File: config.mk
export PLATFORM = sky130hd
export DESIGN_NAME = text_console_ctrl
export DESIGN_NICKNAME = d
export VERILOG_FILES = /design/src/rtl/text_console_pkg.sv /design/src/rtl/text_console_mem.sv /design/src/rtl/text_console_ctrl.sv
export SDC_FILE = /design/constraint.sdc
export NUM_CORES = 1
export LEC_CHECK = 0
export CAP_MARGIN = 10
export CORE_MARGIN = 2
export CORE_UTILIZATION = 35
export CTS_CLUSTER_SIZE = 12
export DETAILED_ROUTE_END_ITERATION = 7
export HOLD_SLACK_MARGIN = 0.15
export PLACE_DENSITY = 0.54
export SYNTH_ARGS = -nofsm -noshare
export SYNTH_HDL_FRONTEND = slang
export SYNTH_SLANG_ARGS = --single-unit
File: constraint.sdc
create_clock -name clk_i -period 9.2 [get_ports clk_i]
set_input_delay 1.84 -clock clk_i [delete_from_list [all_inputs] [get_ports clk_i]]
set_output_delay 1.84 -clock clk_i [all_outputs]
set_load 0.05 [all_outputs]
File: src/rtl/text_console_pkg.sv
// text_console_pkg: shared states, control codes and geometry for text_console_ctrl (scroll states exist only with TEXT_CONSOLE_SCROLL_EN)
package text_console_pkg;
`ifdef TEXT_CONSOLE_SCROLL_EN
  typedef enum logic [1:0] {CLEAR, IDLE, SCROLL_COPY, SCROLL_FILL} state_t;
`else
  typedef enum logic [1:0] {CLEAR, IDLE} state_t;
`endif
  localparam logic [7:0] CHAR_BS   = 8'h08;
  localparam logic [7:0] CHAR_LF   = 8'h0A;
  localparam logic [7:0] CHAR_FF   = 8'h0C;
  localparam logic [7:0] CHAR_CR   = 8'h0D;
  localparam logic [7:0] PRINT_MIN = 8'h20;
  localparam logic [7:0] PRINT_MAX = 8'h7E;
  localparam int ROWS  = 4;
  localparam int COLS  = 16;
  localparam int CELLS = 64;
  function automatic logic is_print(input logic [7:0] c);
    return c >= PRINT_MIN && c <= PRINT_MAX;
  endfunction
endpackage

File: src/rtl/text_console_mem.sv
// text_console_mem: 64x8 cell store, sync write (clk_i, we_i, waddr_i, wdata_i), async renderer read (raddr_a_i/rdata_a_o) and, with TEXT_CONSOLE_SCROLL_EN, async scroll-source read (raddr_b_i/rdata_b_o)
module text_console_mem
  import text_console_pkg::*;
(
  input  logic       clk_i,
  input  logic       we_i,
  input  logic [5:0] waddr_i,
  input  logic [7:0] wdata_i,
  input  logic [5:0] raddr_a_i,
  output logic [7:0] rdata_a_o
`ifdef TEXT_CONSOLE_SCROLL_EN
  ,
  input  logic [5:0] raddr_b_i,
  output logic [7:0] rdata_b_o
`endif
);
  logic [7:0] cells [CELLS];
  always_ff @(posedge clk_i)
    if (we_i) cells[waddr_i] <= wdata_i;
  assign rdata_a_o = cells[raddr_a_i];
`ifdef TEXT_CONSOLE_SCROLL_EN
  assign rdata_b_o = cells[raddr_b_i];
`endif
endmodule

File: src/rtl/text_console_ctrl.sv
// text_console_ctrl: 4x16 console buffer writer; byte in (char_valid_i/char_i/char_ready_o), renderer read (char_address_i/char_data_o), cursor_o, busy_o; TEXT_CONSOLE_SCROLL_EN scrolls on wrap, else wraps cursor to 0
module text_console_ctrl
  import text_console_pkg::*;
#(
  parameter logic [7:0] FILL_CHAR = 8'h20
) (
  input  logic       clk_i,
  input  logic       rst_i,
  input  logic       char_valid_i,
  input  logic [7:0] char_i,
  output logic       char_ready_o,
  input  logic [5:0] char_address_i,
  output logic [7:0] char_data_o,
  output logic [5:0] cursor_o,
  output logic       busy_o
);
  state_t state, state_n;
  logic [5:0] cnt, cnt_n, cur_n, waddr;
  logic [7:0] wdata;
  logic we, wrap, acc;
  logic [1:0] row;
  logic [3:0] col;
  assign acc = char_valid_i && char_ready_o;
  assign row = cursor_o[5:4];
  assign col = cursor_o[3:0];
`ifdef TEXT_CONSOLE_SCROLL_EN
  logic [7:0] src_data;
  logic [5:0] src_addr;
  assign src_addr = cnt + 6'(COLS);
`endif
  text_console_mem u_mem (
    .clk_i     (clk_i),
    .we_i      (we),
    .waddr_i   (waddr),
    .wdata_i   (wdata),
    .raddr_a_i (char_address_i),
    .rdata_a_o (char_data_o)
`ifdef TEXT_CONSOLE_SCROLL_EN
    ,
    .raddr_b_i (src_addr),
    .rdata_b_o (src_data)
`endif
  );
  always_ff @(posedge clk_i) begin
    if (rst_i) begin
      state        <= CLEAR;
      cnt          <= '0;
      cursor_o     <= '0;
      char_ready_o <= 1'b0;
      busy_o       <= 1'b1;
    end else begin
      state        <= state_n;
      cnt          <= cnt_n;
      cursor_o     <= cur_n;
      char_ready_o <= state_n == IDLE;
      busy_o       <= state_n != IDLE;
    end
  end
  always_comb begin
    state_n = state;
    cnt_n   = cnt;
    cur_n   = cursor_o;
    we      = 1'b0;
    waddr   = cnt;
    wdata   = FILL_CHAR;
    wrap    = 1'b0;
    case (state)
      CLEAR: begin
        we    = 1'b1;
        cnt_n = cnt + 6'd1;
        if (cnt == 6'(CELLS - 1)) begin
          state_n = IDLE;
          cur_n   = '0;
        end
      end
      IDLE: if (acc) begin
        if (is_print(char_i)) begin
          we    = 1'b1;
          waddr = cursor_o;
          wdata = char_i;
          cur_n = cursor_o + 6'd1;
          wrap  = cursor_o == 6'(CELLS - 1);
        end else if (char_i == CHAR_CR) begin
          cur_n = {row, 4'd0};
        end else if (char_i == CHAR_LF) begin
          cur_n = {row + 2'd1, 4'd0};
          wrap  = row == 2'(ROWS - 1);
        end else if (char_i == CHAR_BS && col != 4'd0) begin
          we    = 1'b1;
          waddr = cursor_o - 6'd1;
          cur_n = cursor_o - 6'd1;
        end else if (char_i == CHAR_FF) begin
          state_n = CLEAR;
          cnt_n   = '0;
          cur_n   = '0;
        end
        if (wrap) begin
`ifdef TEXT_CONSOLE_SCROLL_EN
          state_n = SCROLL_COPY;
          cnt_n   = '0;
          cur_n   = 6'(CELLS - COLS);
`else
          cur_n   = '0;
`endif
        end
      end
`ifdef TEXT_CONSOLE_SCROLL_EN
      SCROLL_COPY: begin
        we      = 1'b1;
        wdata   = src_data;
        cnt_n   = cnt == 6'(CELLS - COLS - 1) ? '0 : cnt + 6'd1;
        state_n = cnt == 6'(CELLS - COLS - 1) ? SCROLL_FILL : SCROLL_COPY;
      end
      SCROLL_FILL: begin
        we      = 1'b1;
        waddr   = {2'(ROWS - 1), cnt[3:0]};
        cnt_n   = cnt == 6'(COLS - 1) ? '0 : cnt + 6'd1;
        state_n = cnt == 6'(COLS - 1) ? IDLE : SCROLL_FILL;
      end
`endif
      default: state_n = CLEAR;
    endcase
  end
endmodule

Yosys cells after proc, flatten, opt, wreduce, memory -nomap -nowiden
Memory sizes are Yosys's and may differ from the RTL's.
Index checks and enable logic that the tools add are counted.
{ "classes": {"addsub": 4, "magnitude_cmp": 2, "eq_ne": 20, "mux": 45, "n_reduce_logical": 9} }
{ "op_table": {"columns": ["op", "n"], "rows": [
  ["$mux 6", 19],
  ["$eq 8x4->1 const B", 4],
  ["$mux 8", 3],
  ["$pmux 6 s2", 2],
  ["$mux 2", 7],
  ["$ne 2x2->1 const B", 7],
  ["$add 6x1->6 const B", 2],
  ["$eq 6x6->1 const B", 2],
  ["$mux 1", 12],
  ["$ge 8x6->1 const B", 1],
  ["$le 8x7->1 const B", 1],
  ["$ne 7x7->1 const B", 1],
  ["$reduce_and 7->1", 1],
  ["$ne 6x6->1 const B", 1],
  ["$sub 6x1->6 const B", 1],
  ["$reduce_and 5->1", 1],
  ["$eq 2x1->1 const B", 2],
  ["$ne 4x4->1 const B", 1],
  ["$pmux 2 s2", 1],
  ["$reduce_and 4->1", 1],
  ["$reduce_bool 4->1", 1],
  ["$logic_and 1x1->1", 3],
  ["$add 2x1->2 const B", 1],
  ["$eq 2x2->1 const B", 1],
  ["4 further kinds", 4]
]} }
{ "totals": {"regBits": 16, "mem_bits_rw": 512, "in_bits": 17, "out_inout_bits": 16, "word_cells": 87, "n_memories": 1} }
{ "memory_table": {"columns": ["name", "depth", "word_bits", "read_ports", "rd_ports_with_merged_regs", "wr", "line", "source"], "rows": [
  ["u_mem.cells", 64, 8, 1, 0, 1, "text_console_mem.sv:17", "logic [7:0] cells [CELLS];"]
]} }

Longest topological paths before layout
{ "logic_depth": {"word_depth": 10, "mapped_depth": 11, "depth_no_buf": 8} }

Cells and area by module
A second synthesis with hierarchy kept.
{ "unflattened": {"cells_unflattened": 1116, "hier_area_um2": 21410.5} }
{ "by_module_without_submodules": {"columns": ["module", "n_inst", "cells_each", "area_each_um2", "seq_area_each_um2"], "rows": [
  ["text_console_mem", 1, 932, 20006.7, 15374.7],
  ["text_console_ctrl", 1, 184, 1403.8, 320.3]
]} }

Worst setup path after synthesis
Ideal clock, no wire load.
{ "synth_path": {"path_type": "input port to output port", "startpoint": "in char_address_i[0]", "endpoint": "out char_data_o[0]", "arrival_ns": 4.143, "t_required_ns": 7.360, "slack_ns": 3.217, "stages": 6, "n_path_buf": 2, "path_cell_list": "clkbuf_1 buf_1 mux4_2 mux4_2 a22oi_1 nand2_1"} }
{ "synth_between": {"elab_chain_cells": 1} }
{ "synth_rtl": {"columns": ["item", "line", "source"], "rows": [
  ["from (decl)", "text_console_ctrl.sv:12", "input logic [5:0] char_address_i,"],
  ["$mem_v2 64x8", null, null],
  ["to (decl)", "text_console_ctrl.sv:13", "output logic [7:0] char_data_o,"]
]} }
Every way passes these cells.

Worst setup path after layout
{ "layout_path": {"startpoint": "in char_address_i[1]", "endpoint": "out char_data_o[0]"} }
Same word-level chain as after synthesis.

==> results.sh <==
export IMPL_outcome="completed"
export IMPL_hp_class="reg2reg"
export IMPL_fin_area_sq_um=24470
export IMPL_ys_types=64
export IMPL_diodes=0
export IMPL_drv_cap=0
export IMPL_clk_path_buf_depth=3
export IMPL_post_cts_buffers=0
export IMPL_synth_seq_cells=528
export IMPL_num_fill_cells=5209
export IMPL_ir_drop_mv=0.1395
export IMPL_syn_area_per_cell_sq_um=21.16
export IMPL_die_w_um=249.5
export IMPL_cts_tree="yes"
export IMPL_rr_worst_depth=10
export IMPL_synth_compound_area_share_pct=2.610
export IMPL_num_nets_final=1160
export IMPL_synth_cells=997
export IMPL_grtUsageTotal_pct=15.55
export IMPL_ys_flop_type="edfxtp_1"
export IMPL_area_delta_synth_final_pct=16.01
export IMPL_synth_top_family_by_area="multiplexers"
export IMPL_cts_buffers=55
export IMPL_mostFrequentLayoutCell="edfxtp_1"
export IMPL_hold_slack_ps=552.0
export IMPL_synth_top_cell_area_share_pct=72.88
export IMPL_multi_input_area_sq_um=5459
export IMPL_routed_wl_mm=47.73
export IMPL_ant_nets=0
export IMPL_cp_end_kind="output port"
export IMPL_grt_pass1_vias=10430
export IMPL_cp_arrival_ps=5330
export IMPL_worst_pin_slew_ps=1182
export IMPL_final_cell_mix="edfxtp_1 (512), mux4_2 (160), conb_1 (65), clkbuf_16 (56), nor2_1 (39)"
export IMPL_yosys_warnings=0
export IMPL_synth_edff_count=512
export IMPL_viasPerCell=5.201
export IMPL_critical_path_class="in2out"
export IMPL_place_congestion=0.7831
export IMPL_cts_sinks=528
export IMPL_drive_above_1_share_pct=26.17
export IMPL_cts_resized=0
export IMPL_fin_util_pct=41.23
export IMPL_coreArea_sq_um=59350
export IMPL_row_count=89
export IMPL_p_leak_nw=8.043
export IMPL_powerDensity_nw_per_um2=197.4
export IMPL_cts_htree_levels=2
export IMPL_overflow=0
export IMPL_dieArea_sq_um=62250
export IMPL_insertion_delay_ps=610
export IMPL_antenna_found_initial=0
export IMPL_yosysTopAreaCell="edfxtp_1"
export IMPL_fmax_mhz=139.5
export IMPL_startpoint_type="primary input"
export IMPL_synthAdderAreaFrac_pct=0.2372
export IMPL_setup_viol=0
export IMPL_max_slew_margin_rel_pct=20.93
export IMPL_clockRootBuffer="clkbuf_16"
export IMPL_io_buffers=32
export IMPL_placed_area_sq_um=22790
export IMPL_cp_data_required_time_ps=7360
export IMPL_hold_viol=0
export IMPL_min_period_ps=7171
export IMPL_grt_pass1_wl_mm=71.17
export IMPL_first_pass_iters=5
export IMPL_min_path_cells=2
export IMPL_synth_seq_area_share_pct=74.40
export IMPL_grt_max_degree=75
export IMPL_cts_hold_buf=0
export IMPL_drt_iter0_drc=856
export IMPL_initial_core_util_pct=35.54
export IMPL_regArea_sq_um=15700
export IMPL_tns_ps=0
export IMPL_synthSimpleGateAreaFrac_pct=3.909
export IMPL_syn_cell_area_sq_um=21100
export IMPL_worstPathMaxFanout=74
export IMPL_drc=0
export IMPL_final_setup_skew_ps=25.88
export IMPL_fin_crit_sh_pct=77.94
export IMPL_io_pins=33
export IMPL_via_count=10140
export IMPL_synth_area_leaders="edfxtp_1 (73%), mux4_2 (17%), dfxtp_1 (1.5%)"
export IMPL_die_y_um=249.5
export IMPL_rsz0062_at_grt="false"
export IMPL_synth_mux_area_share_pct=17.33
export IMPL_post_drt_wl_per_cell_um=24.48
export IMPL_synth_xor_area_share_pct=0.2906
export IMPL_drv_slew=0
export IMPL_async_flop_share_pct=0
export IMPL_clkTransAtPathRegs_ps=60
export IMPL_dpl_hpwl_mm=28.94
[path summary, 6_finish.rpt]
path                          start                  to  slack [ps]
setup / recovery  char_address_i[1]      char_data_o[0]        2030
hold / removal          cursor_o[5]         cursor_o[5]         550
setup reg to reg        cursor_o[0]  u_mem.cells[53][7]        4890
hold reg to reg         cursor_o[5]         cursor_o[5]         550
[metal layers]
layer  vias up  routed length (um)  share of wire [%]  track usage [%]
met2       291               23280                 49            25.06
met3        62                3014                6.3            3.869
li1       4457                   -                  -                -
met5         -                   0                  0                0
met4         0                 799                1.7            3.701
met1      5331               20640                 43            21.28
[Yosys cell counts, drive strengths merged (5+ instances only)]
master  count
edfxtp    512
mux4      160
nor2       39
nor3       36
clkbuf     28
nand2      26
buf        24
a22oi      18
dfxtp      16
nand3      16
a21oi      13
inv        10
o21ai      10
and3        9
nor4        6
o22ai       5
[stage by stage]
| step | power (mW) | setup slack [ps] | instances |
|---|---|---|---|
| floorplan | 2.767 | 3217 | 1061 |
| global placement | 2.822 | 2090 | 1853 |
| detailed placement | 2.823 | 2097 | 1853 |
| CTS | 4.895 | 2092 | 1948 |
| global route | 4.997 | 1900 | 1950 |
| finish | 4.831 | 2029 | 1950 |
[critical path, stage by stage]
cell             delay [ps]
buf_6                   610
buf_4                   550
mux4_2                  400
mux4_2                  470
a22oi_1                 520
nand2_1                 130
clkdlybuf4s50_1         730
[power breakdown]
part           internal (mW)  switching [mW]  leakage, nW  total, mW
logic                 0.0622          0.0972         2.00      0.159
clock network           1.18           0.876        0.806       2.06
registers               2.61         0.00292         5.24       2.61
total                   3.85           0.976         8.04       4.83
[kinds of logic after synthesis]
kind of cell | Yosys count
DFF | 528
adders and majority gates | 4
muxes | 165
xor gates and xnor gates | 7
and+or+nand+nor | 157
other | 1
buffers and inverters | 62
AOI/OAI and AO/OA | 73
[state kept, by name (all words and copies together), names as in the netlist]
register,cells
cursor_o,6
busy_o,1
cnt,6
char_ready_o,1
state,2
u_mem.cells,512
[layout make-up]
cell class | instances | area share (%)
inverters | 10 | 0.1534
multi-input cells | 471 | 22.31
well taps | 773 | 3.952
clock buffers | 72 | 6.094
flip-flops and latches | 528 | 64.13
clock inverters | 23 | 0.6748
repair buffers | 73 | 2.689
Note: power is estimated with default switching activity, not from simulation.
